--- src/rtl/rca_config.sv ---
`default_nettype none
// ============================================================================
//  Package     : rca_config
//  Description : Shared encodings and the request-entry type for the
//                RCA-use decoder. This covers the opcode, the FB/NFB form bit
//                and the buffered entry layout.
//  Revision    : 1.0 - initial release
// ============================================================================
package rca_config;

    // Custom opcode that carries RCA-use instructions.
    localparam logic [6:0] c_rca_opcode = 7'h2B;

    // Instruction bit selecting the form: 0 = feedback (FB), 1 = no-feedback (NFB).
    localparam int c_fb_bit = 25;

    // Entry fields are sized for the widest legal configuration. funct3 limits
    // the design to eight RCAs, and ids up to eight bits are carried.
    localparam int c_rca_max_w = 3;
    localparam int c_id_max_w  = 8;

    typedef struct packed {
        logic [c_rca_max_w-1:0] rca;
        logic                   fb;
        logic                   abort;
        logic [c_id_max_w-1:0]  id;
    } rca_use_entry_t;

endpackage : rca_config
`default_nettype wire

--- src/rtl/rca_use_fifo.sv ---
`default_nettype none
// ============================================================================
//  Module      : rca_use_fifo
//  Description : Small in-order request buffer for the RCA-use decoder.
//                DEPTH must be a power of two. flush empties the buffer and
//                overrides any push or pop in the same cycle.
//  Revision    : 1.0 - initial release
// ============================================================================
module rca_use_fifo #(
    parameter int DEPTH = 2,
    parameter int WIDTH = 8
) (
    input  logic             clk,
    input  logic             rst_n,
    input  logic             flush,
    input  logic             push,
    input  logic [WIDTH-1:0] push_data,
    output logic             full,
    input  logic             pop,
    output logic [WIDTH-1:0] pop_data,
    output logic             empty
);

    localparam int c_ptr_w = (DEPTH > 1) ? $clog2(DEPTH) : 1;
    localparam int c_cnt_w = $clog2(DEPTH + 1);
    localparam logic [c_ptr_w-1:0] c_last_ptr = c_ptr_w'(DEPTH - 1);
    localparam logic [c_cnt_w-1:0] c_depth    = c_cnt_w'(DEPTH);

    logic [WIDTH-1:0]   r_mem [DEPTH];
    logic [c_ptr_w-1:0] r_wr_ptr;
    logic [c_ptr_w-1:0] r_rd_ptr;
    logic [c_cnt_w-1:0] r_count;
    logic               w_do_push;
    logic               w_do_pop;

    function automatic logic [c_ptr_w-1:0] ptr_inc(input logic [c_ptr_w-1:0] p);
        return (p == c_last_ptr) ? '0 : p + c_ptr_w'(1);
    endfunction

    assign full      = (r_count == c_depth);
    assign empty     = (r_count == '0);
    assign w_do_push = push & ~full;
    assign w_do_pop  = pop & ~empty;
    assign pop_data  = r_mem[r_rd_ptr];

    // Pointer and occupancy bookkeeping; flush discards everything in flight.
    always_ff @(posedge clk or negedge rst_n) begin
        if (!rst_n) begin
            r_wr_ptr <= '0;
            r_rd_ptr <= '0;
            r_count  <= '0;
        end else if (flush) begin
            r_wr_ptr <= '0;
            r_rd_ptr <= '0;
            r_count  <= '0;
        end else begin
            if (w_do_push) begin
                r_wr_ptr <= ptr_inc(r_wr_ptr);
            end
            if (w_do_pop) begin
                r_rd_ptr <= ptr_inc(r_rd_ptr);
            end
            if (w_do_push && !w_do_pop) begin
                r_count <= r_count + c_cnt_w'(1);
            end else if (w_do_pop && !w_do_push) begin
                r_count <= r_count - c_cnt_w'(1);
            end
        end
    end

    // Storage array; contents are only observed while the buffer is non-empty.
    always_ff @(posedge clk) begin
        if (w_do_push && !flush) begin
            r_mem[r_wr_ptr] <= push_data;
        end
    end

endmodule : rca_use_fifo
`default_nettype wire

--- src/rtl/rca_use_decoder.sv ---
`default_nettype none
// ============================================================================
//  Module      : rca_use_decoder
//  Description : Decodes RCA-use instructions, checks that each feedback-form
//                instruction is followed by its no-feedback partner, and
//                buffers dispatch requests to the RCA unit.
//                Optional feature macro: RCA_USE_COUNT_EN adds per-RCA
//                saturating use counters (cnt_value reads 0 without it).
//                NUM_RCAS must be 2..8 and ID_W must be at most 8.
//  Revision    : 1.0 - initial release
// ============================================================================
module rca_use_decoder
    import rca_config::*;
#(
    parameter int NUM_RCAS   = 4,
    parameter int ID_W       = 3,
    parameter int FIFO_DEPTH = 2,
    parameter int CNT_W      = 16
) (
    input  logic                        clk,
    input  logic                        rst_n,
    input  logic                        instr_valid,
    input  logic [31:0]                 instr,
    input  logic [ID_W-1:0]             instr_id,
    output logic                        instr_ready,
    input  logic                        flush,
    output logic                        req_valid,
    input  logic                        req_ready,
    output logic [$clog2(NUM_RCAS)-1:0] req_rca,
    output logic                        req_fb,
    output logic                        req_abort,
    output logic [ID_W-1:0]             req_id,
    output logic                        pair_err,
    input  logic                        err_clr,
    input  logic [$clog2(NUM_RCAS)-1:0] cnt_sel,
    output logic [CNT_W-1:0]            cnt_value
);

    localparam int         c_rca_w    = $clog2(NUM_RCAS);
    localparam logic [3:0] c_num_rcas = 4'(NUM_RCAS);

    // Pairing FSM: idle, or waiting for the NFB partner of r_exp.
    localparam logic c_st_idle     = 1'b0;
    localparam logic c_st_wait_nfb = 1'b1;

    logic [6:0]         w_opcode;
    logic [2:0]         w_funct3;
    logic [c_rca_w-1:0] w_rca;
    logic               w_fb;
    logic               w_is_rca;
    logic               w_full;
    logic               w_empty;
    logic               w_accept;

    logic               r_state;
    logic [c_rca_w-1:0] r_exp;
    logic               r_pair_err;
    logic               w_state_nxt;
    logic               w_abort;
    logic               w_err_set;
    logic               w_match;

    rca_use_entry_t                       w_push_entry;
    rca_use_entry_t                       w_head;
    logic [$bits(rca_use_entry_t)-1:0]    w_pop_data;
    logic                                 w_unused_head;

    assign w_opcode = instr[6:0];
    assign w_funct3 = instr[14:12];
    assign w_rca    = w_funct3[c_rca_w-1:0];
    assign w_fb     = ~instr[c_fb_bit];

    assign w_is_rca = (w_opcode == c_rca_opcode)
                   && (instr[24:15] == 10'd0)
                   && (instr[11:7]  == 5'd0)
                   && (instr[31:26] == 6'd0)
                   && ({1'b0, w_funct3} < c_num_rcas);

    assign instr_ready = ~w_full;
    assign w_accept    = instr_valid & w_is_rca & ~w_full & ~flush;

    // Pairing decision for the instruction being presented this cycle.
    always_comb begin
        w_state_nxt = r_state;
        w_abort     = 1'b0;
        w_err_set   = 1'b0;
        w_match     = 1'b0;
        case (r_state)
            c_st_idle: begin
                if (w_fb) begin
                    w_state_nxt = c_st_wait_nfb;
                end else begin
                    w_abort   = 1'b1;
                    w_err_set = 1'b1;
                end
            end
            c_st_wait_nfb: begin
                if (w_fb) begin
                    // A new FB replaces the unfinished one; it is still dispatched.
                    w_err_set   = 1'b1;
                    w_state_nxt = c_st_wait_nfb;
                end else if (w_rca == r_exp) begin
                    w_match     = 1'b1;
                    w_state_nxt = c_st_idle;
                end else begin
                    w_abort     = 1'b1;
                    w_err_set   = 1'b1;
                    w_state_nxt = c_st_idle;
                end
            end
            default: begin
                w_state_nxt = c_st_idle;
            end
        endcase
    end

    // Pairing state advances only on accepted instructions; flush forces idle.
    always_ff @(posedge clk or negedge rst_n) begin
        if (!rst_n) begin
            r_state <= c_st_idle;
            r_exp   <= '0;
        end else if (flush) begin
            r_state <= c_st_idle;
            r_exp   <= '0;
        end else if (w_accept) begin
            r_state <= w_state_nxt;
            r_exp   <= w_rca;
        end
    end

    // Sticky violation flag; a new violation wins over a same-cycle clear.
    always_ff @(posedge clk or negedge rst_n) begin
        if (!rst_n) begin
            r_pair_err <= 1'b0;
        end else if (w_accept && w_err_set) begin
            r_pair_err <= 1'b1;
        end else if (err_clr) begin
            r_pair_err <= 1'b0;
        end
    end

    assign pair_err = r_pair_err;

    // Assemble the buffered request from the decoded instruction.
    always_comb begin
        w_push_entry       = '0;
        w_push_entry.rca   = w_funct3;
        w_push_entry.fb    = w_fb;
        w_push_entry.abort = w_abort;
        w_push_entry.id    = c_id_max_w'(instr_id);
    end

    rca_use_fifo #(
        .DEPTH (FIFO_DEPTH),
        .WIDTH ($bits(rca_use_entry_t))
    ) u_fifo (
        .clk       (clk),
        .rst_n     (rst_n),
        .flush     (flush),
        .push      (w_accept),
        .push_data (w_push_entry),
        .full      (w_full),
        .pop       (req_ready),
        .pop_data  (w_pop_data),
        .empty     (w_empty)
    );

    assign w_head        = rca_use_entry_t'(w_pop_data);
    assign w_unused_head = ^w_head;

    // Request fields read as zero whenever nothing is buffered.
    assign req_valid = ~w_empty;
    assign req_rca   = req_valid ? w_head.rca[c_rca_w-1:0] : '0;
    assign req_fb    = req_valid ? w_head.fb                : 1'b0;
    assign req_abort = req_valid ? w_head.abort             : 1'b0;
    assign req_id    = req_valid ? w_head.id[ID_W-1:0]      : '0;

`ifdef RCA_USE_COUNT_EN
    logic [CNT_W-1:0] r_cnt [NUM_RCAS];

    // Count NFBs that complete a pair, holding at all-ones.
    always_ff @(posedge clk or negedge rst_n) begin
        if (!rst_n) begin
            for (int i = 0; i < NUM_RCAS; i++) begin
                r_cnt[i] <= '0;
            end
        end else if (w_accept && w_match && (r_cnt[w_rca] != '1)) begin
            r_cnt[w_rca] <= r_cnt[w_rca] + CNT_W'(1);
        end
    end

    assign cnt_value = r_cnt[cnt_sel];
`else
    logic w_unused_cnt;
    assign w_unused_cnt = w_match ^ (^cnt_sel);
    assign cnt_value    = '0;
`endif

endmodule : rca_use_decoder
`default_nettype wire

--- config.mk ---
export PLATFORM = sky130hd
export DESIGN_NAME = rca_use_decoder
export DESIGN_NICKNAME = d
export VERILOG_FILES = /design/src/rtl/rca_config.sv /design/src/rtl/rca_use_fifo.sv /design/src/rtl/rca_use_decoder.sv
export SDC_FILE = /design/constraint.sdc
export NUM_CORES = 1
export LEC_CHECK = 0
export ABC_AREA = 1
export CAP_MARGIN = 20
export CORE_MARGIN = 2
export CORE_UTILIZATION = 45
export DETAILED_ROUTE_END_ITERATION = 6
export PLACE_DENSITY = 0.8
export SYNTH_ARGS = -nofsm -noshare
export SYNTH_HDL_FRONTEND = slang
export SYNTH_HIERARCHICAL = 1
export SYNTH_SLANG_ARGS = --single-unit
--- constraint.sdc ---
create_clock -name clk -period 3.12 [get_ports clk]
set_input_delay 0.312 -clock clk [delete_from_list [all_inputs] [get_ports clk]]
set_output_delay 0.312 -clock clk [all_outputs]
set_load 0.01 [all_outputs]
==> flow_metrics.tcl <==
set metrics [dict create \
    power_frac_clock_pct 34.6 \
    grt_overflow 0 \
    pre_cts_slack_ns 0.6441 \
    syn-cell-area_um2 1521 \
    wl_um 2880 \
    worst_clock_skew_ns 0.003131 \
    internal-power_mw 0.4928 \
    cts_hold_buf 0 \
    initial_core_util_pct 46.32 \
    outcome "complete, no violations" \
    clk_pin_slew_worst_paths_ns 0.12 \
    fin_ws_ns 0.8046 \
    clock_path_buffers 2 \
    pin_count 69 \
    antenna_found_initial 0 \
    cts_made_buffers 3 \
    finalSetupViolations 0 \
    p_comb_share_pct 15.0 \
    gp_congestion 0.7430 \
    ir_drop_uv 256.9 \
    critPathRequiredTime_ns 3.07 \
    grtUsageTotal_pct 16.56 \
    ant_nets 0 \
    route.vias.total 1384 \
    worstMarginPinSlew_ns 0.6082 \
    grt_pass1_wl_um 5333 \
    io_buffers 50 \
    core_um2 3284 \
    end_kind "register" \
    viasPerCell 4.325 \
    hp-class "input pin to async pin" \
    root_buffer "clkbuf_4" \
    fmax_mhz 431.9 \
    cts_tree "built" \
    layout_min_cycle_time_ns 2.315 \
    critPathLaunchType "register" \
    cp_max_fo 7 \
    num_rows 21 \
    switching_share_pct 19.84 \
    p_leak_nw 0.9923 \
    die_area_um2 3862 \
    cts-htree-levels 1 \
    slew_headroom_pct 59.30 \
    area_growth_pct 35.20 \
    grt_max_degree 14 \
    cts_setup_buffers 0 \
    synth_warnings 6 \
    pwr-share-seq_pct 50.4 \
    drt_drc_violations_left 0 \
    rsz0062_at_grt "false" \
    syn_inst 224 \
    cts_resized 0 \
    p_per_area_nw_per_um2 298.9 \
    maxSlewViolCount 0 \
    clock_latency_ns 0.30 \
    clock-sinks 22 \
    wl_per_cell_um 9.000 \
    critical_path_class "register to register" \
    dp_hpwl_um 2454 \
    min_period_over_period_pct 74.21 \
    drive_gt1_share_pct 6.204 \
    die_x_um 62.15 \
    p_sw_mw 0.1219 \
    die_h_um 62.15 \
    drtPass1Iterations 4 \
    drt-initial-drc-count 56 \
    grt_pass1_vias 1344 \
    cap_viol_max_count 0 \
    avgSynthCellArea_um2 6.792 \
    nNetsFinal 318 \
    hold_viol 0 \
    setup_tns_ns 0 \
    antenna_cells 0 \
    crit_arrival_ns 2.27 \
]
worst paths after layout:
check,from,endpoint,slack (ns),depth (start not counted)
max,u_fifo/r_count[0],u_fifo/r_mem[1][11],0.80,12
min,rst_n,u_fifo/r_wr_ptr,0.28,1
max reg2reg,u_fifo/r_count[0],u_fifo/r_mem[1][11],0.80,12
min reg2reg,pair_err,pair_err,0.50,2
max in group asynchronous,rst_n,u_fifo/r_count[0],2.56,1
min in group clk,pair_err,pair_err,0.50,2
layer usage:
| metal | global-route usage [%] | wire (um) |
|---|---|---|
| met5 | 0 | 0 |
| met4 | 1.667 | 14 |
| met3 | 3.442 | 204 |
| met2 | 33.29 | 1499 |
| met1 | 18.29 | 1161 |
state kept, by name, summed over array words and instances, names as in the netlist:
register,flops
u_fifo/r_mem,14
r_exp,2
u_fifo/r_count,2
pair_err,1
r_state,1
u_fifo/r_rd_ptr,1
u_fifo/r_wr_ptr,1
through the flow:
step	power (mW)	area [um^2]	instances	util (%)	hold slack, ns
after floorplan	0.3613	1578	239	-	0.01641
after global placement	0.4073	2004	316	61.03	0.4693
after detailed placement	0.4090	2004	316	61.03	0.4700
after CTS	0.6201	2057	320	62.63	0.2899
after global routing	0.6420	2057	320	62.63	0.3128
final	0.6148	2057	320	62.63	0.2839
cells in the final DEF (no fill, tap or decap):
| master | count |
|---|---|
| o21ai_1 | 1 |
| inv_1 | 42 |
| a21oi_2 | 1 |
| conb_1 | 16 |
| clkinv_1 | 1 |
| clkdlybuf4s50_1 | 50 |
| nand2_2 | 4 |
| clkbuf_4 | 3 |
| or2_0 | 1 |
| nor2_2 | 2 |
| and2_0 | 1 |
| a21oi_4 | 1 |
| inv_2 | 3 |
| nor2_4 | 1 |
| edfxtp_1 | 14 |
| o21ai_0 | 1 |
| nand4_1 | 3 |
| o22ai_1 | 1 |
| nor3_1 | 1 |
| xnor2_1 | 1 |
| nand3_1 | 8 |
| buf_4 | 1 |
| a21boi_1 | 1 |
| nor2_1 | 37 |
| nand2_1 | 69 |
| a21oi_1 | 1 |
| bufinv_16 | 1 |
| dfrtp_1 | 8 |
power groups by stage:
stage	registers [mW]	clock network [mW]	logic, mW
after global routing	0.310	0.229	0.103
after CTS	0.310	0.217	0.0926
after detailed placement	0.316	0	0.0926
final	0.310	0.213	0.0920
after floorplan	0.317	0	0.0448
after global placement	0.316	0	0.0909
worst max-delay path, cell delays in order (launching register included):
cell	delay, ns
dfrtp_1	0.48
inv_2	0.09
nand2_1	0.08
inv_1	0.06
inv_2	0.05
nand2_1	0.04
nor2_1	0.09
nand2_1	0.06
nor2_1	0.10
nand2_1	0.11
nor2_1	0.21
nand2_1	0.12
nor2_1	0.46
cell type report:
type,count,area (um^2)
Multi-Input combinational cell,151,645.6
Inverter,46,172.7
Fill cell,295,1227
Tap cell,46,57.56
Timing Repair Buffer,51,508.0
Sequential cell,22,620.6
Clock buffer,3,22.52
Clock inverter,1,30.03
Power figures use the tool's default switching activity.
